===== config.mk =====
export PLATFORM = sky130hd
export DESIGN_NAME = vslc_exec_core
export DESIGN_NICKNAME = d
export VERILOG_FILES = /design/src/rtl/vslc_exec_core.sv
export SDC_FILE = /design/constraint.sdc
export NUM_CORES = 1
export LEC_CHECK = 0
export BUFFER_PORTS_ARGS = -buffer_cell sky130_fd_sc_hd__buf_2
export CAP_MARGIN = 30
export CORE_MARGIN = 1.5
export CORE_UTILIZATION = 59
export CTS_CLUSTER_DIAMETER = 200
export DETAILED_ROUTE_END_ITERATION = 8
export GPL_ROUTABILITY_DRIVEN = 0
export GPL_TIMING_DRIVEN = 0
export PLACE_DENSITY_LB_ADDON = 0.2
export SYNTH_ARGS = -nofsm -noshare
export SYNTH_HDL_FRONTEND = slang
export SYNTH_SLANG_ARGS = --single-unit

===== constraint.sdc =====
create_clock -name clk -period 8.48 [get_ports clk]
set_clock_uncertainty 0.15 [all_clocks]
set_input_delay 1.272 -clock clk [delete_from_list [all_inputs] [get_ports clk]]
set_output_delay 1.272 -clock clk [all_outputs]
set_load 0.03 [all_outputs]

===== src/rtl/vslc_exec_core.sv =====
// rtl/vslc_exec_core.sv - VSLC ladder-logic bytecode executor on a 1-bit stack
// One bytecode byte per instr_valid beat; parameter loads stream 1-2 data bytes.
module vslc_exec_core #(
  parameter int STACK_DEPTH = 16,
  parameter int SFR_W       = 16
) (
  input  logic                                 clk,
  input  logic                                 rst_n,
  input  logic                                 instr_valid,
  input  logic [7:0]                           instr,
  input  logic [7:0]                           ui_in,
  input  logic [7:0]                           ui_in_prev,
  input  logic [SFR_W-1:0]                     sfr_hw_we,
  input  logic [SFR_W-1:0]                     sfr_hw_d,
  output logic [7:0]                           uo_out,
  output logic [SFR_W-1:0]                     sfr_q,
  output logic [STACK_DEPTH-1:0]               stack_out,
  output logic [$clog2(STACK_DEPTH+1)-1:0]     depth,
  output logic                                 ovf,
  output logic                                 unf,
  input  logic                                 err_clr,
  output logic                                 param_we,
  output logic [2:0]                           param_addr,
  output logic [1:0]                           param_be,
  output logic [15:0]                          param_data
);

  localparam int DW = $clog2(STACK_DEPTH+1);

  typedef enum logic [1:0] {EXEC, P_LO, P_HI} state_t;
  state_t state, state_n;

  logic       p_two, p_cond;
  logic [2:0] p_addr;
  logic [7:0] p_lo;
  logic       p_start, strobe;

  logic                   exec;
  logic [STACK_DEPTH-1:0] opnd, stk_n;
  logic                   tos, nos, hos;
  logic [7:0]             uo_n;
  logic [15:0]            sfr16, sfr16_n;
  logic [SFR_W-1:0]       sfr_n;
  logic [DW-1:0]          depth_n;
  logic                   ovf_ev, unf_ev;
  logic                   rbit, fbit;
  logic [1:0]             lidx;
  logic [2:0]             r;
  logic [3:0]             f;
  int                     need, net, dn;
  logic                   force_d;
  logic [DW-1:0]          forced_d;

  assign exec  = instr_valid && (state == EXEC);
  assign r     = instr[2:0];
  assign f     = instr[3:0];
  assign sfr16 = 16'(sfr_q);

  // Bits at or beyond the occupancy count are read as 0.
  always_comb begin
    opnd = '0;
    for (int i = 0; i < STACK_DEPTH; i++)
      opnd[i] = stack_out[i] && (i < int'(depth));
  end
  assign tos  = opnd[0];
  assign nos  = opnd[1];
  assign hos  = opnd[2];
  assign lidx = 2'd3 - {nos, tos};
  assign fbit = instr[lidx];

  always_comb begin
    stk_n    = stack_out;
    uo_n     = uo_out;
    sfr16_n  = sfr16;
    need     = 0;
    net      = 0;
    force_d  = 1'b0;
    forced_d = '0;
    rbit     = 1'b0;
    if (exec) begin
      case (instr[7:6])
        2'b00, 2'b01: begin
          if (instr[6]) rbit = sfr16[f];
          else          rbit = instr[3] ? uo_out[r] : ui_in[r];
          if (instr[5:4] == 2'b00) begin
            stk_n = {stack_out[STACK_DEPTH-2:0], rbit};
            net   = 1;
          end else begin
            stk_n = {1'b0, stack_out[STACK_DEPTH-1:1]};
            need  = 1;
            net   = -1;
            if (instr[6]) begin
              if (instr[5:4] == 2'b01) sfr16_n[f] = tos;
              else if (tos)            sfr16_n[f] = !instr[4];
            end else begin
              if (instr[5:4] == 2'b01) uo_n[r] = tos;
              else if (tos)            uo_n[r] = !instr[4];
            end
          end
        end
        2'b10: begin
          case (instr[5:4])
            2'b00: begin need = 2; stk_n[0] = fbit; end
            2'b01: begin
              need  = 2;
              net   = -1;
              stk_n = {1'b0, stack_out[STACK_DEPTH-1:2], fbit};
            end
            2'b11: begin
              need  = 2;
              net   = 1;
              stk_n = {stack_out[STACK_DEPTH-2:0], fbit};
            end
            default: ;
          endcase
        end
        default: begin
          if (!instr[5]) begin
            stk_n = {stack_out[STACK_DEPTH-2:0],
                     (ui_in[r] == !instr[4]) && (ui_in_prev[r] == instr[4])};
            net   = 1;
          end else if (instr[4]) begin
            case (instr[3:0])
              4'h0: begin stk_n = '0; force_d = 1'b1; forced_d = '0; end
              4'h1: begin stk_n = '1; force_d = 1'b1; forced_d = DW'(STACK_DEPTH); end
              4'h2: begin need = 2; stk_n[0] = nos; stk_n[1] = tos; end
              4'h3: begin need = 3; stk_n[0] = nos; stk_n[1] = hos; stk_n[2] = tos; end
              4'h4: begin need = 1; net = 1; stk_n = {stack_out[STACK_DEPTH-2:0], tos}; end
              4'h5: begin need = 1; net = -1; stk_n = {1'b0, stack_out[STACK_DEPTH-1:1]}; end
              default: ;
            endcase
          end
        end
      endcase
    end
  end

  always_comb begin
    dn     = int'(depth) + net;
    unf_ev = exec && (int'(depth) < need);
    ovf_ev = exec && (dn > STACK_DEPTH);
    if (force_d)               depth_n = forced_d;
    else if (dn < 0)           depth_n = '0;
    else if (dn > STACK_DEPTH) depth_n = DW'(STACK_DEPTH);
    else                       depth_n = DW'(dn);
  end

  // Peripheral status writes override instruction writes bit by bit.
  assign sfr_n = (sfr16_n[SFR_W-1:0] & ~sfr_hw_we) | (sfr_hw_d & sfr_hw_we);

  always_comb begin
    state_n = state;
    p_start = 1'b0;
    strobe  = 1'b0;
    case (state)
      EXEC: if (instr_valid && instr[7:4] == 4'b1110) begin
        state_n = P_LO;
        p_start = 1'b1;
      end
      P_LO: if (instr_valid) begin
        if (p_two) state_n = P_HI;
        else begin
          state_n = EXEC;
          strobe  = 1'b1;
        end
      end
      P_HI: if (instr_valid) begin
        state_n = EXEC;
        strobe  = 1'b1;
      end
      default: state_n = EXEC;
    endcase
  end

  always_ff @(posedge clk) begin
    if (!rst_n) state <= EXEC;
    else        state <= state_n;
  end

  always_ff @(posedge clk) begin
    if (!rst_n) begin
      stack_out  <= '0;
      depth      <= '0;
      uo_out     <= '0;
      sfr_q      <= '0;
      ovf        <= 1'b0;
      unf        <= 1'b0;
      p_two      <= 1'b0;
      p_cond     <= 1'b0;
      p_addr     <= '0;
      p_lo       <= '0;
      param_we   <= 1'b0;
      param_addr <= '0;
      param_be   <= '0;
      param_data <= '0;
    end else begin
      stack_out <= stk_n;
      depth     <= depth_n;
      uo_out    <= uo_n;
      sfr_q     <= sfr_n;
      ovf       <= ovf_ev | (ovf & !err_clr);
      unf       <= unf_ev | (unf & !err_clr);
      param_we  <= strobe && p_cond;
      if (p_start) begin
        p_two  <= instr[3];
        p_addr <= instr[2:0];
        p_cond <= tos;
      end
      if (state == P_LO && instr_valid) p_lo <= instr;
      if (strobe && p_cond) begin
        param_addr <= p_addr;
        param_be   <= p_two ? 2'b11 : 2'b01;
        param_data <= p_two ? {instr, p_lo} : {8'h00, instr};
      end
    end
  end

endmodule


======== Word-level counts from Yosys, hierarchy flattened ========
Cells that the tools add are included.
word-level totals
  flip-flop bits (word level) ............. 84
  input port bits ......................... 60
  output and inout port bits .............. 69
cells by class
  add/subtract/negate cells ............... 2
  $lt $le $gt $ge ......................... 11
  equality and inequality tests ........... 23
  muxes and demuxes ....................... 77
  bitwise logic cells ..................... 10
  reduce and logical (&&, ||, !) cells .... 30
operators by type and width
  operator                                                                          count
  32-bit one-hot mux with 2 select lines                                            4
  16-bit two-way mux                                                                10
  32-bit two-way mux                                                                5
  13-bit one-hot mux with 4 select lines                                            1
  5-bit two-way mux                                                                 8
  6-bit by 32-bit adder with 32-bit output                                          1
  16-bit bitwise AND                                                                2
  16-bit bitwise mux                                                                2
  32-bit by 6-bit greater-than comparator with 1-bit output, second input constant  1
  32-bit by 1-bit less-than comparator with 1-bit output, second input constant     1
  6-bit by 32-bit less-than comparator with 1-bit output                            1
  16-bit one-hot mux with 2 select lines                                            1
  15-bit one-hot mux with 2 select lines                                            1
  1-bit two-way mux                                                                 21
  8-bit bitwise mux                                                                 2
  2-bit two-way mux                                                                 8
  8-bit two-way mux                                                                 2
  16-bit NOT                                                                        1
  16-bit OR                                                                         1
  4-bit AND reduction                                                               4
  1-bit logical AND                                                                 12
  2-bit one-hot mux with 3 select lines                                             2
  2-bit one-hot mux with 6 select lines                                             1
  1-bit by 5-bit less-than comparator with 1-bit output, first input constant       2
  other kinds (39)                                                                  59

======== Depth between registers and ports, before layout ========
  depth after elaboration ................. 13
  depth in mapped cells ................... 20
  gate-level depth less buffers ........... 20

======== Worst setup path after synthesis ========
No wires, ideal clock.
  kind .................................... in2reg
  start point ............................. input instr[2]
  end point ............................... register depth[3]
  arrival time ............................ 4,881 ps
  data required time ...................... 8,243 ps
  slack ................................... 3,362 ps
  cell stages on the path ................. 19
  buffers on the path ..................... 2
  cells stage by stage .................... buf_2 > and4bb_1 > buf_6 > nand4_2 > a31oi_4 > inv_1 > fa_1 > nor2b_1 > o21a_1 > o21a_1 > o21a_1 > inv_1 > ha_1 > nor4b_1 > nand2_1 > nor3_1 > or4b_1 > o21ai_2 > nor4b_2
between the ends
  word-level cells in the longest chain between the ends .. 11
  elaborated cells between the ends (all ways) .. 21
RTL lines
  what                                                       RTL line  RTL
  start: declaration                                         10        input logic [7:0] instr,
  4-bit by 3-bit == test with 1-bit output                   123       case (instr[3:0])
  32-bit one-hot mux with 2 select lines                     123
  32-bit two-way mux                                         122       end else if (instr[4]) begin
  32-bit two-way mux                                         118       if (!instr[5]) begin
  32-bit one-hot mux with 2 select lines                     81        case (instr[7:6])
  32-bit two-way mux                                         80        if (exec) begin
  6-bit by 32-bit adder with 32-bit output                   139       dn = int'(depth) + net;
  32-bit by 6-bit greater-than comparator with 1-bit output  144       else if (dn > STACK_DEPTH) depth_n = DW'(STACK_DEPTH);
  5-bit two-way mux                                          144
  5-bit two-way mux                                          143       else if (dn < 0) depth_n = '0;
  5-bit two-way mux (*)                                      142       if (force_d) depth_n = forced_d;
  end signal: assignment                                     198       depth <= depth_n;
  end: declaration                                           18        output logic [$clog2(STACK_DEPTH+1)-1:0] depth,
Every way passes the cells marked *; elsewhere a longest branch is shown, timed or not.
A chain may end at the register's enable or synchronous reset.

======== Final worst setup path ========
Ends and elaborated chain as after synthesis.

==> qor.txt <==
Die area: 9540 um^2
Final min period: 5500 ps
Final period util: 64.9%
VDD IR max: 97.9 uV
Max Cap Violations: 0
P_sw: 0.340 mW
Post-route ant nets: 0
Clock Tree Buf Depth: 2
DP Wirelength: 12,100 um
Crit Path Class: input port to flop
Layout cells sized above 1: 24.3%
Hold Path Depth: 2
Die Y: 97.7 um
First-pass GRT wire length: 26,700 um
Core footprint: 8720 um^2
Setup bufs post-CTS: 0
Worst Hold End: param_addr[0]
CTS sink cnt: 84
Fmax: 182 MHz
Worst Hold Launch: p_addr[0]
Synthesized flop and latch total: 84
Vias per cell: 6.51
PD cells: 156 nW/um^2
Inserted Clock Buffers: 9
Critical Path Sink Type: flop
Clock Latency Late Sink: 380 ps
Arrival @ worst endpoint: 5640 ps
Max Fanout on Critical Path: 10
Crit-path most repeated cell: o21a_1
Predominant post-synthesis flop cell: dfxtp_1
Yosys top cell area share: 31.8%
Syn. warnings: 0
Synth area leaders: dfxtp_1, ha_1, nand2_1, a21oi_1, mux4_2
Post-synth top cells: dfxtp_1, nand2_1, nor2_1, a21oi_1, o21ai_0
# H-tree levels: 3
Total GRT Usage: 34.3%
WL final: 16,700 um
CP cell instances: buf_2 -> buf_2 -> buf_1 -> a21oi_1 -> nor2_1 -> ha_1 -> inv_1 -> fa_1 -> nor2b_1 -> o21a_1 -> o21a_1 -> o21a_1 -> inv_1 -> ha_1 -> nor4b_1 -> nand2_1 -> nor3_1 -> or4b_1 -> o21ai_2 -> nor4b_2
CP peak stage delay: 510 ps
Initial Utilization: 60.7%
DRT iter0 DRCs: 705
RSZ-0062 raised after global routing: false
FILL cells: 705
Biggest area consumer among synthesized cells: dfxtp_1
RR Endpoint: depth[3]
Final Hold Slack: 303 ps
Clk slew on worst S/H paths: 90 ps
Clock root buffer master: clkbuf_8
Clk pwr share: 31.9%
FP Rows: 34
Worst Path Required: 8620 ps
Die width: 97.7 um
CP max stage cell: buf_1
Setup TNS: 0 ps
Hold_buf cts: 0
Worst R2R Start: state[1]
Drt first pass iters: 6
Async SR Flop Fraction: 0%
Port buffer count: 125
Internal power: 0.634 mW
Largest net degree at the start of global routing: 24
Seq/Total Area, Yosys: 31.8%
Net Sw Frac: 34.9%
Reg2Reg Setup Slack: 3790 ps
Nets: 863
Via Count: 5,809
Vias in the first global route: 5,497
Initial antenna violation count: 0
Proportion of power drawn by combinational gates: 23.5%
Startpoint types: input port
CTS tree: yes
Cell with the most instances after synthesis: dfxtp_1
Diode count: 0
Seq pwr share: 44.5%
P&R area growth vs syn: 18.3%
Total gr overflow: 0
Syn Nets: 727
Mean post-synth cell area: 8.21 um^2
Worst Reg2Reg Path Length in Cells: 18
PostCTS Resize Cnt: 0
Io pins: 129
Distinct cells, synth: 76
WL/cell: 18.7 um
Final hold violations: 0
Cells after Synth: 644
Post-synth EDFFs: 0
Max-slew violation count: 0
Worst Tran Pin Value: 812 ps
Status: complete, no violations
Max transition margin: 45.8%
# DRC: 0
Final setup viols: 0
Synthesized area: 5290 um^2
Min-Delay Path Class: flop to flop
Leak Pwr: 2.48 nW
[worst max-delay path by stage]
stage,start,end,cells past startpoint
2_1_floorplan,instr[2],depth[3],19
3_3_place_gp,instr[2],depth[3],20
3_5_place_dp,instr[2],depth[3],20
4_1_cts,instr[4],depth[3],18
5_1_grt,instr[4],depth[3],18
6_report,instr[2],depth[3],20
[area by class of cell]
| cell class | instances | area, um^2 | area share [%] |
|---|---|---|---|
| timing repair buffer | 125 | 626 | 10.0 |
| buffer | 46 | 210 | 3.36 |
| inverter | 26 | 97.6 | 1.56 |
| sequential | 84 | 1680 | 26.9 |
| tap | 108 | 135 | 2.16 |
| clock inverter | 7 | 82.6 | 1.32 |
| multi-input combinational | 488 | 3300 | 52.7 |
| clock buffer | 9 | 124 | 1.98 |
[layer usage]
| layer | wire length [um] | up-vias | global-route usage [%] |
|---|---|---|---|
| li1 | - | 2654 | - |
| met1 | 6530 | 2699 | 43.4 |
| met2 | 7900 | 400 | 57.6 |
| met3 | 1680 | 56 | 6.40 |
| met4 | 584 | 0 | 14.1 |
| met5 | 0 | - | 0 |
[power groups by stage]
| stage | registers (mW) | logic (mW) | clock network (mW) |
|---|---|---|---|
| 3_5_place_dp | 0.441 | 0.223 | 0 |
| 5_1_grt | 0.436 | 0.247 | 0.327 |
| 3_3_place_gp | 0.441 | 0.216 | 0 |
| 6_report | 0.434 | 0.229 | 0.311 |
| 2_1_floorplan | 0.465 | 0.127 | 0 |
| 4_1_cts | 0.432 | 0.225 | 0.309 |
[stage by stage]
step | setup WS (ps) | util, % | total power [mW] | instances | area [um^2]
after floorplan | 3360 | - | 0.592 | 644 | 5290
after global placement | 2810 | 69.4 | 0.657 | 877 | 6050
after detailed placement | 2660 | 69.4 | 0.665 | 877 | 6050
after CTS | 3020 | 71.8 | 0.967 | 893 | 6260
after global routing | 2660 | 71.8 | 1.01 | 893 | 6260
final | 2980 | 71.8 | 0.974 | 893 | 6260
[worst max-delay path, delay by kind of cell]
family	cells	cell delay (ps)
simple gates	7	1730
buf+inv	5	1100
fa+ha+maj	3	790
compound gates	5	760
[layout by cell type, fill, tap and decap left out, types with 11 or more instances in the layout]
cell type | synthesis | layout
a21oi_1 | 51 | 51
a22oi_1 | 11 | 11
a31oi_1 | 22 | 22
buf_2 | 6 | 131
clkbuf_1 | 30 | 30
dfxtp_1 | 84 | 84
ha_1 | 22 | 22
inv_1 | 24 | 24
mux2i_1 | 18 | 18
nand2_1 | 72 | 72
nand3_1 | 20 | 20
nor2_1 | 53 | 53
nor2b_1 | 12 | 12
nor3_1 | 16 | 16
o211ai_1 | 19 | 19
o21ai_0 | 37 | 37
[cells by family (layout without fill, tap and decap cells)]
group / count (synthesis) / in the layout / share of synthesized area, %
XOR/XNOR: 5 / 5 / 0.970
buffers and inverters: 72 / 213 / 5.82
multiplexers: 30 / 30 / 8.16
AND/OR/NAND/NOR: 217 / 217 / 20.0
flip-flops: 84 / 84 / 31.8
adder cells (fa/ha/maj): 23 / 23 / 5.58
AO/OA/AOI/OAI: 213 / 213 / 27.7
No activity file was read; power rests on OpenSTA's default activity.
